===== config.mk =====
export PLATFORM = sky130hd
export DESIGN_NAME = dsp_fetch
export DESIGN_NICKNAME = d
export VERILOG_FILES = /design/src/rtl/dsp_fetch.sv
export SDC_FILE = /design/constraint.sdc
export NUM_CORES = 1
export LEC_CHECK = 0
export CORE_ASPECT_RATIO = 0.7
export CORE_MARGIN = 5
export CORE_UTILIZATION = 53
export CTS_CLUSTER_SIZE = 12
export DETAILED_ROUTE_END_ITERATION = 6
export HOLD_SLACK_MARGIN = 0.1
export PLACE_DENSITY = 0.8
export SLEW_MARGIN = 25
export SYNTH_ARGS = -nofsm -noshare
export SYNTH_HDL_FRONTEND = slang
export SYNTH_SLANG_ARGS = --single-unit

===== constraint.sdc =====
create_clock -name clk -period 6 [get_ports clk]
set_clock_uncertainty 0.15 [all_clocks]
set_input_delay 0.6 -clock clk [delete_from_list [all_inputs] [get_ports clk]]
set_output_delay 0.6 -clock clk [all_outputs]
set_load 0.02 [all_outputs]

===== src/rtl/dsp_fetch.sv =====
// dsp_fetch: instruction fetch unit for the 16-bit DSP core.
// Ports: clk/rst_n, imem req/gnt/rvalid bus, inst valid/ready to decode, redirect.
module dsp_fetch #(
  parameter logic [15:0] RESET_PC        = 16'h0000,
  parameter int          FIFO_DEPTH      = 2,
  parameter int          MAX_OUTSTANDING = 2
) (
  input  logic        clk,
  input  logic        rst_n,
  output logic        imem_req,
  output logic [15:0] imem_addr,
  input  logic        imem_gnt,
  input  logic        imem_rvalid,
  input  logic [31:0] imem_rdata,
  output logic        inst_valid,
  input  logic        inst_ready,
  output logic [31:0] inst_word,
  output logic [15:0] inst_pc,
  input  logic        redirect,
  input  logic [15:0] redirect_pc
);

  localparam int PW = (FIFO_DEPTH > 1) ? $clog2(FIFO_DEPTH) : 1;
  localparam int CW = $clog2(FIFO_DEPTH + 1);
  localparam int TW = (MAX_OUTSTANDING > 1) ? $clog2(MAX_OUTSTANDING) : 1;
  localparam int OW = $clog2(MAX_OUTSTANDING + 1);

  logic [15:0]   pc;
  logic [OW-1:0] outstanding;
  logic [OW-1:0] kill;
  logic [OW-1:0] out_nxt;
  logic [CW-1:0] fifo_count;
  logic [PW-1:0] rd_ptr;
  logic [PW-1:0] wr_ptr;
  logic [31:0]   fifo_word [FIFO_DEPTH];
  logic [15:0]   fifo_pc   [FIFO_DEPTH];
  logic [15:0]   tag_q     [MAX_OUTSTANDING];
  logic [TW-1:0] tag_rd;
  logic [TW-1:0] tag_wr;
  logic          has_credit;
  logic          grant;
  logic          rsp;
  logic          push;
  logic          pop;

  function automatic logic [TW-1:0] tag_inc(input logic [TW-1:0] p);
    return (p == TW'(MAX_OUTSTANDING - 1)) ? '0 : p + TW'(1);
  endfunction

  // Only request when a FIFO slot is reserved for the reply,
  // so responses never need back-pressure.
  assign has_credit = (int'(outstanding) < MAX_OUTSTANDING) &&
                      (int'(fifo_count) + int'(outstanding) < FIFO_DEPTH);
  assign imem_req   = rst_n && !redirect && has_credit;
  assign imem_addr  = pc;
  assign grant      = imem_req && imem_gnt;
  // Stray responses for pre-reset requests are ignored.
  assign rsp        = imem_rvalid && (outstanding != '0);
  assign push       = rsp && (kill == '0) && !redirect;
  assign pop        = inst_valid && inst_ready && !redirect;
  assign out_nxt    = outstanding + OW'(grant) - OW'(rsp);

  assign inst_valid = (fifo_count != '0);
  assign inst_word  = fifo_word[rd_ptr];
  assign inst_pc    = fifo_pc[rd_ptr];

  always_ff @(posedge clk) begin
    if (!rst_n) begin
      pc          <= RESET_PC;
      outstanding <= '0;
      kill        <= '0;
      fifo_count  <= '0;
      rd_ptr      <= '0;
      wr_ptr      <= '0;
      tag_rd      <= '0;
      tag_wr      <= '0;
      for (int i = 0; i < FIFO_DEPTH; i++) begin
        fifo_word[i] <= '0;
        fifo_pc[i]   <= '0;
      end
      for (int i = 0; i < MAX_OUTSTANDING; i++) begin
        tag_q[i] <= '0;
      end
    end else begin
      outstanding <= out_nxt;
      if (grant) begin
        tag_q[tag_wr] <= pc;
        tag_wr        <= tag_inc(tag_wr);
      end
      if (rsp) begin
        tag_rd <= tag_inc(tag_rd);
      end
      if (redirect) begin
        // Every request still in flight after this edge is stale.
        pc         <= redirect_pc;
        kill       <= out_nxt;
        fifo_count <= '0;
        rd_ptr     <= '0;
        wr_ptr     <= '0;
      end else begin
        if (grant) begin
          pc <= pc + 16'd1;
        end
        if (rsp && kill != '0) begin
          kill <= kill - OW'(1);
        end
        if (push) begin
          fifo_word[wr_ptr] <= imem_rdata;
          fifo_pc[wr_ptr]   <= tag_q[tag_rd];
          wr_ptr            <= wr_ptr + PW'(1);
        end
        if (pop) begin
          rd_ptr <= rd_ptr + PW'(1);
        end
        fifo_count <= fifo_count + CW'(push) - CW'(pop);
      end
    end
  end

endmodule


==> After elaboration in Yosys (flattened, before gate mapping) <==
Memory sizes are Yosys's and may differ from the RTL's. A register that Yosys moved wholly into a read port is not among the register bits.
Cells that the tools add are included.
{ "totals": {"reg_bits": 26, "mem_bits_rw": 128, "in_bits": 54, "output_inout_bits": 66, "elab_cells": 75, "memories": 3} }
{ "mem_list": {"columns": ["name", "words", "width", "read_ports", "rd_clocked_by_memory_dff", "wr", "line_no", "text"], "rows": [
  ["fifo_word", 2, 32, 1, 1, 2, "35", "logic [31:0] fifo_word [FIFO_DEPTH];"],
  ["fifo_pc", 2, 16, 1, 1, 2, "36", "logic [15:0] fifo_pc [FIFO_DEPTH];"],
  ["tag_q", 2, 16, 1, 1, 2, "37", "logic [15:0] tag_q [MAX_OUTSTANDING];"]
]} }
{ "classes": {"add_sub_neg": 11, "order_cmp": 2, "muxes": 29, "bitwise": 1, "reduce_logical": 21} }
{ "ops": {"columns": ["op", "count"], "rows": [
  ["two-way mux 16 bit", 4],
  ["two-way mux 32 bit", 1],
  ["OR reduction 16 bit", 2],
  ["OR reduction 32 bit", 1],
  ["two-way mux 1 bit", 22],
  ["adder 16 x 1 -> 16 bit, second input constant", 1],
  ["logical AND 1 bit", 10],
  ["nonzero test 2 bit", 5],
  ["adder 1 bit, second input constant", 4],
  ["adder 2 x 1 -> 2 bit", 2],
  ["two-way mux 2 bit", 2],
  ["subtractor 2 x 1 -> 2 bit", 2],
  ["adder 2 x 2 -> 3 bit", 1],
  ["less-than comparator 3 x 2 -> 1 bit, second input constant", 1],
  ["logical NOT 2 bit", 1],
  ["less-than comparator 2 bit, second input constant", 1],
  ["OR reduction 2 bit", 1],
  ["subtractor 2 x 1 -> 2 bit, second input constant", 1],
  ["logical NOT 1 bit", 1],
  ["inverter 1 bit", 1]
]} }

==> Depth between registers and ports, before layout <==
Gate-level depths: netlist of the first run.
{ "logic_depth": {"depth_word": 10, "mapped_depth": 11, "mapped_depth_nobuf": 11} }

==> Least setup slack after synthesis of the first run <==
No wires, ideal clock.
{ "synth_path": {"kind": "input-to-reg", "start": "in imem_rvalid", "end": "mem fifo_pc[0][0], enable pin", "setup_ns": 0.520, "arrival_time_ns": 4.426, "path_slack_ns": 0.904, "path_stages": 3, "path_buffers": 0, "cell_sequence": "o211ai_1 or2_2 o21ai_0"} }
{ "synth_rtl": {"columns": ["item", "line_no", "text"], "rows": [
  ["from (decl)", "13", "input logic imem_rvalid,"],
  ["to (decl)", "36", null]
]} }

==> Final worst setup path of the first run <==
{ "layout_path": {"start": "in redirect", "end": "out imem_req"} }
{ "layout_via": {"elab_chain_len": 3} }
{ "layout_lines": {"columns": ["item", "line_no", "text"], "rows": [
  ["from (decl)", "19", "input logic redirect,"],
  ["logical NOT 1 bit", "54", "assign imem_req = rst_n && !redirect && has_credit;"],
  ["logical AND 1 bit (2 in a row)", "54", null],
  ["to (decl)", "10", "output logic imem_req,"]
]} }
Every way passes these cells.

==> flow_metrics.py, run 1 <==
metrics = {
    "run_status": {
        "status": "finished, final reports clean",
    },
    "detailed_routing": {
        "vias_per_cell": 5.64,
        "ant_nets": 0,
        "drc": 0,
        "routedWlPerCell_um": 18.5,
        "drtIter0Drc": 328,
        "drt-pass1-iter-count": 5,
        "vias": 4721,
        "routed_wl_um": 15500,
    },
    "die": {
        "die_area_um2": 15700,
        "core_area_um2": 13100,
        "die_x_um": 148,
        "fp.dieH_um": 106,
        "io_pins": 120,
        "initial_core_util_pct": 53.8,
        "rows": 35,
    },
    "clock_tree": {
        "cts.sinks": 156,
        "clockBufferDepth": 2,
        "path_clk_slew_ns": 0.06,
        "insertion_delay_ns": 0.42,
        "cts_resized": 0,
        "clockRootBuffer": "clkbuf_16",
        "cts_inserted_buffers": 17,
        "postCtsHoldBufs": 0,
        "tritoncts": "done",
        "cts_setup_buffers": 0,
        "htreeDepth": 4,
    },
    "layout": {
        "final_cell_mix": "edfxtp_1 (128), clkdlybuf4s50_1 (119), nor2_1 (48), mux2_2 (48), and2_1 (47)",
        "fillers": 937,
        "final_common_cell": "edfxtp_1",
        "diodes": 0,
        "nets": 719,
        "syn2layout_area_growth_pct": 26.5,
        "drive_above_1_share_pct": 15.4,
    },
    "placed_design": {
        "port_buffers": 119,
        "place.gp.congestion": 0.843,
        "place_hpwl_um": 10200,
    },
    "sta": {
        "finalSetupTns_ns": 0,
        "period_needed_ns": 3.78,
        "fin_crit_sh_pct": 63.1,
        "setup_viol": 0,
        "rsz0062_at_grt": "false",
        "hold_viol": 0,
        "maxSlewViolCount": 0,
        "slew_headroom_pct": 29.2,
        "hold_ws_ns": 0.359,
        "worstMarginPinSlew_ns": 1.06,
        "fmax_mhz": 264,
    },
    "setup_path": {
        "arrival_ns": 3.03,
        "cp-start-kind": "primary input",
        "endpoint_kind": "output port",
        "path_class": "in2out",
        "cp.required_ns": 5.25,
        "crit_fanout": 23,
    },
    "logic_synthesis": {
        "synth_area_leader_cell": "edfxtp_1",
        "synth_top_area_share_pct": 54.7,
        "async_flop_share_pct": 0,
        "ys_seq_area_share_pct": 62.7,
        "netlist_area_um2": 7020,
        "synth-edff-count": 128,
        "syn-instance-count": 550,
        "syn_area_per_cell_um2": 12.8,
        "yosysWarnings": 0,
        "netlist_top_cells_area": "edfxtp_1 (55%), dfxtp_1 (8.0%), mux2_2 (7.7%)",
        "ys_seq_elements": 156,
        "synth_fp_nets": 611,
        "synth.distinct_cells": 54,
        "synth_ff_type": "edfxtp_1",
    },
    "global_route": {
        "grt_usage_pct": 20.1,
        "grt_pass1_vias": 4871,
        "antenna_found_initial": 0,
        "grt_max_degree": 49,
        "grt_overflow": 0,
        "grt_pass1_wl_um": 24900,
    },
    "pwr": {
        "leakage_nw": 3.34,
        "p_sw_mw": 0.828,
        "pwr-share-comb_pct": 18.2,
        "intPower_mw": 2.06,
        "switching_share_pct": 28.6,
        "seqPwrFrac_pct": 47.1,
        "peakVddDrop_mv": 0.257,
        "powerDensity_nw_per_um2": 326,
        "clkPwrFrac_pct": 34.6,
    },
    "hold_path": {
        "min_path_type": "reg2reg",
    },
    "flow_run": {
        "cap_violations": 0,
    },
}
-- power groups by stage --
stage,Clock [mW],Combinational (mW),Sequential [mW]
6_report,1.00,0.527,1.36
4_1_cts,1.01,0.529,1.36
3_3_place_gp,0,0.510,1.38
3_5_place_dp,0,0.523,1.39
2_1_floorplan,0,0.345,1.35
5_1_grt,1.06,0.568,1.37
-- worst paths after layout --
kind | startpoint | end | slack [ns] | cells past startpoint
max | redirect | imem_req | 2.22 | 4
max reg2reg | outstanding[1]$_SDFF_PN0_ | kill[1]$_SDFFE_PN0P_ | 2.67 | 10
min | rd_ptr$_SDFFE_PP0P_ | flip-flop | 0.36 | 2
min reg2reg | rd_ptr$_SDFFE_PP0P_ | flip-flop | 0.36 | 2
-- critical path: stages --
cell	delay (ns)
clkdlybuf4s50_1	0.83
nand2b_1	0.60
nor4_1	0.32
clkdlybuf4s50_1	0.67
-- registers in the layout (all words and copies together) (netlist names), named ones only --
register	count
tag_rd	1
tag_q	32
tag_wr	1
outstanding	2
fifo_word	64
fifo_count	2
wr_ptr	1
imem_addr	16
fifo_pc	32
rd_ptr	1
kill	2
-- cell usage after synthesis, types with 2 or more instances --
library cell and number:
a21oi_1 6, dfxtp_1 28, a211oi_1 3, o21ai_0 12, xnor2_1 5, o31a_1 3, nor3_1 13, nor2_1 50
and2_1 47, buf_2 2, o211ai_1 3, o311ai_0 2, clkbuf_1 24, mux2i_1 20, or4_1 4, buf_1 3
or2_2 5, and3_2 2, o21a_1 2, and3_1 43, nor4_1 4, nand2_1 23, or3_1 2, buf_4 2
o31ai_1 4, mux2_2 48, nand3_1 8, inv_1 13, edfxtp_1 128, nand4_1 3, ha_1 6, xor2_1 6
a31oi_1 5
-- routing by layer --
metal | track usage [%] | wire length (µm) | share of wire [%] | vias to the layer above
met3 | 4.73 | 1170 | 7.6 | 28
met2 | 32.0 | 7370 | 48 | 179
met4 | 7.58 | 304 | 2.0 | 0
met1 | 27.2 | 6620 | 43 | 2285
met5 | 0 | 0 | 0 | -
li1 | - | - | - | 2229
-- cells by family after synthesis --
family	count (synthesis)	share of synthesized area, %
buf+inv	48	2.90
compound gates	44	4.12
fa+ha+maj	7	1.35
xor+xnor	11	1.37
flops	156	62.7
mux	68	10.5
simple gates	216	17.0
-- stage by stage --
step	power [mW]	instances	utilization, %	instance area [µm²]	setup WS, ns
after floorplan	1.69	550	-	7020	0.904
after global placement	1.89	805	63.7	8320	1.79
after detailed placement	1.91	805	63.8	8330	2.01
after CTS	2.90	837	68.0	8880	2.27
after global routing	3.00	837	68.1	8880	2.05
final	2.89	837	68.1	8880	2.22
-- cell type report --
| cell class | count | area (µm²) | share of cell area, % |
|---|---|---|---|
| inverters | 14 | 52.6 | 0.592 |
| repair buffers | 123 | 1220 | 13.7 |
| flip-flops and latches | 156 | 4410 | 49.6 |
| well taps | 166 | 208 | 2.34 |
| multi-input cells | 346 | 2440 | 27.5 |
| clock buffers | 17 | 425 | 4.79 |
| clock inverters | 15 | 125 | 1.41 |
Note: power is estimated with default switching activity, not from simulation.
==> run 2: changes to the inputs <==
==> constraint.sdc (replaced) <==
create_clock -name clk -period 3.7 [get_ports clk]
set_clock_uncertainty 0.15 [all_clocks]
set_input_delay 0.37 -clock clk [delete_from_list [all_inputs] [get_ports clk]]
set_output_delay 0.37 -clock clk [all_outputs]
set_load 0.02 [all_outputs]
==> run 2 against run 1 <==
Die area did not move. Combinational power rose by 62%. Clock-buffer cell count did not move. Largest cell class unchanged. Wire length fell by 1.4%. Power rose by 72%. Sequential cell count did not move. Non-clock buffer count rose by 8. Global-route usage rose by 0.12 points. Core utilization rose by 1.2 points. Register-to-register slack got worse by 1.8 ns. Hold slack got worse by 0.0036 ns.
==> flow_metrics.py, run 2 (synthesized netlist as in run 1, its figures left out) <==
metrics = {
    "run_status": {
        "status": "finished, final reports clean",
    },
    "layout": {
        "seqCellArea_um2": 4410,
        "syn2layout_area_growth_pct": 28.7,
        "final_area_um2": 9040,
        "final_cell_mix": "edfxtp_1 (128), clkdlybuf4s50_1 (119), nor2_1 (48), mux2_2 (48), and2_1 (47)",
        "top_regs": "fifo_word x64, fifo_pc x32, tag_q x32",
        "fillers": 927,
        "final_common_cell": "edfxtp_1",
        "multi_input_area_um2": 2430,
        "regMostFlops": "fifo_word",
        "drive_above_1_share_pct": 16.2,
        "nets": 727,
        "diodes": 0,
        "fin_util_pct": 69.2,
        "largest_reg_flops": 64,
    },
    "sta": {
        "worstMarginPinSlew_ns": 0.937,
        "finalSetupTns_ns": 0,
        "fin_crit_sh_pct": 80.8,
        "rsz0062_at_grt": "false",
        "setup_viol": 0,
        "maxSlewViolCount": 0,
        "fmax_mhz": 334,
        "period_needed_ns": 2.99,
        "layout_setup_ws_ns": 0.709,
        "hold_viol": 0,
        "slew_headroom_pct": 37.5,
    },
    "pwr": {
        "peakVddDrop_mv": 0.372,
        "clkPwrFrac_pct": 38.2,
        "p_total_mw": 4.96,
        "intPower_mw": 3.67,
        "powerDensity_nw_per_um2": 549,
        "seqPwrFrac_pct": 44.5,
        "switching_share_pct": 25.9,
        "pwr-share-comb_pct": 17.3,
        "p_sw_mw": 1.29,
        "leakage_nw": 3.44,
    },
    "setup_path": {
        "worst_r2r_path_depth": 11,
        "arrival_ns": 2.47,
        "reg2reg_slack_ns": 0.89,
        "endpoint_kind": "output port",
        "crit_fanout": 4,
        "cp-start-kind": "flip-flop",
        "cp.required_ns": 3.18,
        "startpoint": "outstanding[0]$_SDFF_PN0_",
        "r2r_end": "kill[1]$_SDFFE_PN0P_",
        "r2r_start": "outstanding[0]$_SDFF_PN0_",
        "endpoint": "imem_req",
        "path_class": "reg2out",
    },
    "die": {
        "die_x_um": 148,
        "die_area_um2": 15700,
        "rows": 35,
        "fp.dieH_um": 106,
        "initial_core_util_pct": 53.8,
        "core_area_um2": 13100,
        "io_pins": 120,
    },
    "clock_tree": {
        "path_clk_slew_ns": 0.06,
        "cts_inserted_buffers": 17,
        "postCtsHoldBufs": 0,
        "cts_resized": 0,
        "htreeDepth": 4,
        "clockRootBuffer": "clkbuf_16",
        "insertion_delay_ns": 0.41,
        "clockBufferDepth": 2,
        "tritoncts": "done",
        "cts.sinks": 156,
        "cts_setup_buffers": 0,
    },
    "detailed_routing": {
        "vias": 4607,
        "routedWlPerCell_um": 18.1,
        "drt-pass1-iter-count": 5,
        "drtIter0Drc": 336,
        "routed_wl_um": 15200,
        "ant_nets": 0,
        "drc": 0,
        "vias_per_cell": 5.46,
    },
    "hold_path": {
        "min_path_type": "reg2reg",
    },
    "global_route": {
        "grt_pass1_vias": 4958,
        "antenna_found_initial": 0,
        "grt_max_degree": 49,
        "grt_usage_pct": 20.3,
        "grt_overflow": 0,
        "grt_pass1_wl_um": 25100,
    },
    "flow_run": {
        "cap_violations": 0,
    },
    "placed_design": {
        "dpl_worst_slack_ns": 0.897,
        "dpl_cell_area_um2": 8390,
        "place.gp.congestion": 0.838,
        "port_buffers": 119,
        "place_hpwl_um": 10100,
    },
}
==> run 2: cell count changes in the layout (fill, tap and decap cells not counted), sizes merged <==
cell,before,now
bufinv,0,5
buf,4,12
inv,23,17
clkinvlp,3,0
clkinv,3,6
==> run 2: worst max-delay path, cell delays in order, from the launching register on <==
cell and delay, ns:
dfxtp_1 0.34, and2_1 0.17, fa_1 0.49, nor4_1 0.38, clkdlybuf4s50_1 0.67
==> run 2: worst min-delay path by stage <==
stage	from	end	slack, ns	cells past startpoint
2_1_floorplan	rd_ptr$_SDFFE_PP0P_	flip-flop	0.32	2
3_3_place_gp	tag_rd$_SDFFE_PN0N_	tag_rd$_SDFFE_PN0N_	0.34	2
3_5_place_dp	tag_rd$_SDFFE_PN0N_	tag_rd$_SDFFE_PN0N_	0.35	2
4_1_cts	redirect_pc[5]	imem_addr[5]$_SDFFE_PN0P_	0.36	3
5_1_grt	tag_rd$_SDFFE_PN0N_	flip-flop	0.39	2
6_report	tag_rd$_SDFFE_PN0N_	flip-flop	0.36	2
==> run 2: per-stage QoR <==
stage / cells / hold WS [ns]
2_1_floorplan: 550 / 0.322
3_3_place_gp: 813 / 0.339
3_5_place_dp: 813 / 0.347
4_1_cts: 844 / 0.356
5_1_grt: 844 / 0.385
6_report: 844 / 0.356
==> run 2: area by class of cell <==
class,instances,area share [%]
Clock buffer,17,4.71
Clock inverter,14,2.41
Inverter,14,0.582
Multi-Input combinational cell,346,26.9
Sequential cell,156,48.8
Tap cell,166,2.30
Timing Repair Buffer,131,14.3
==> run 2: power groups by stage <==
stage | clock [mW] | combinational, mW | sequential, mW
2_1_floorplan | 0 | 0.561 | 2.18
3_3_place_gp | 0 | 0.841 | 2.23
3_5_place_dp | 0 | 0.858 | 2.24
4_1_cts | 1.91 | 0.866 | 2.21
5_1_grt | 2.00 | 0.933 | 2.23
6_report | 1.90 | 0.856 | 2.21
==> run 2: metal layers <==
metal | vias to the layer above | wire length [µm] | global-route usage, %
met4 | 0 | 107 | 6.45
met2 | 143 | 7200 | 31.5
li1 | 2246 | - | -
met1 | 2208 | 6890 | 28.5
met5 | - | 0 | 0
met3 | 10 | 1040 | 4.64
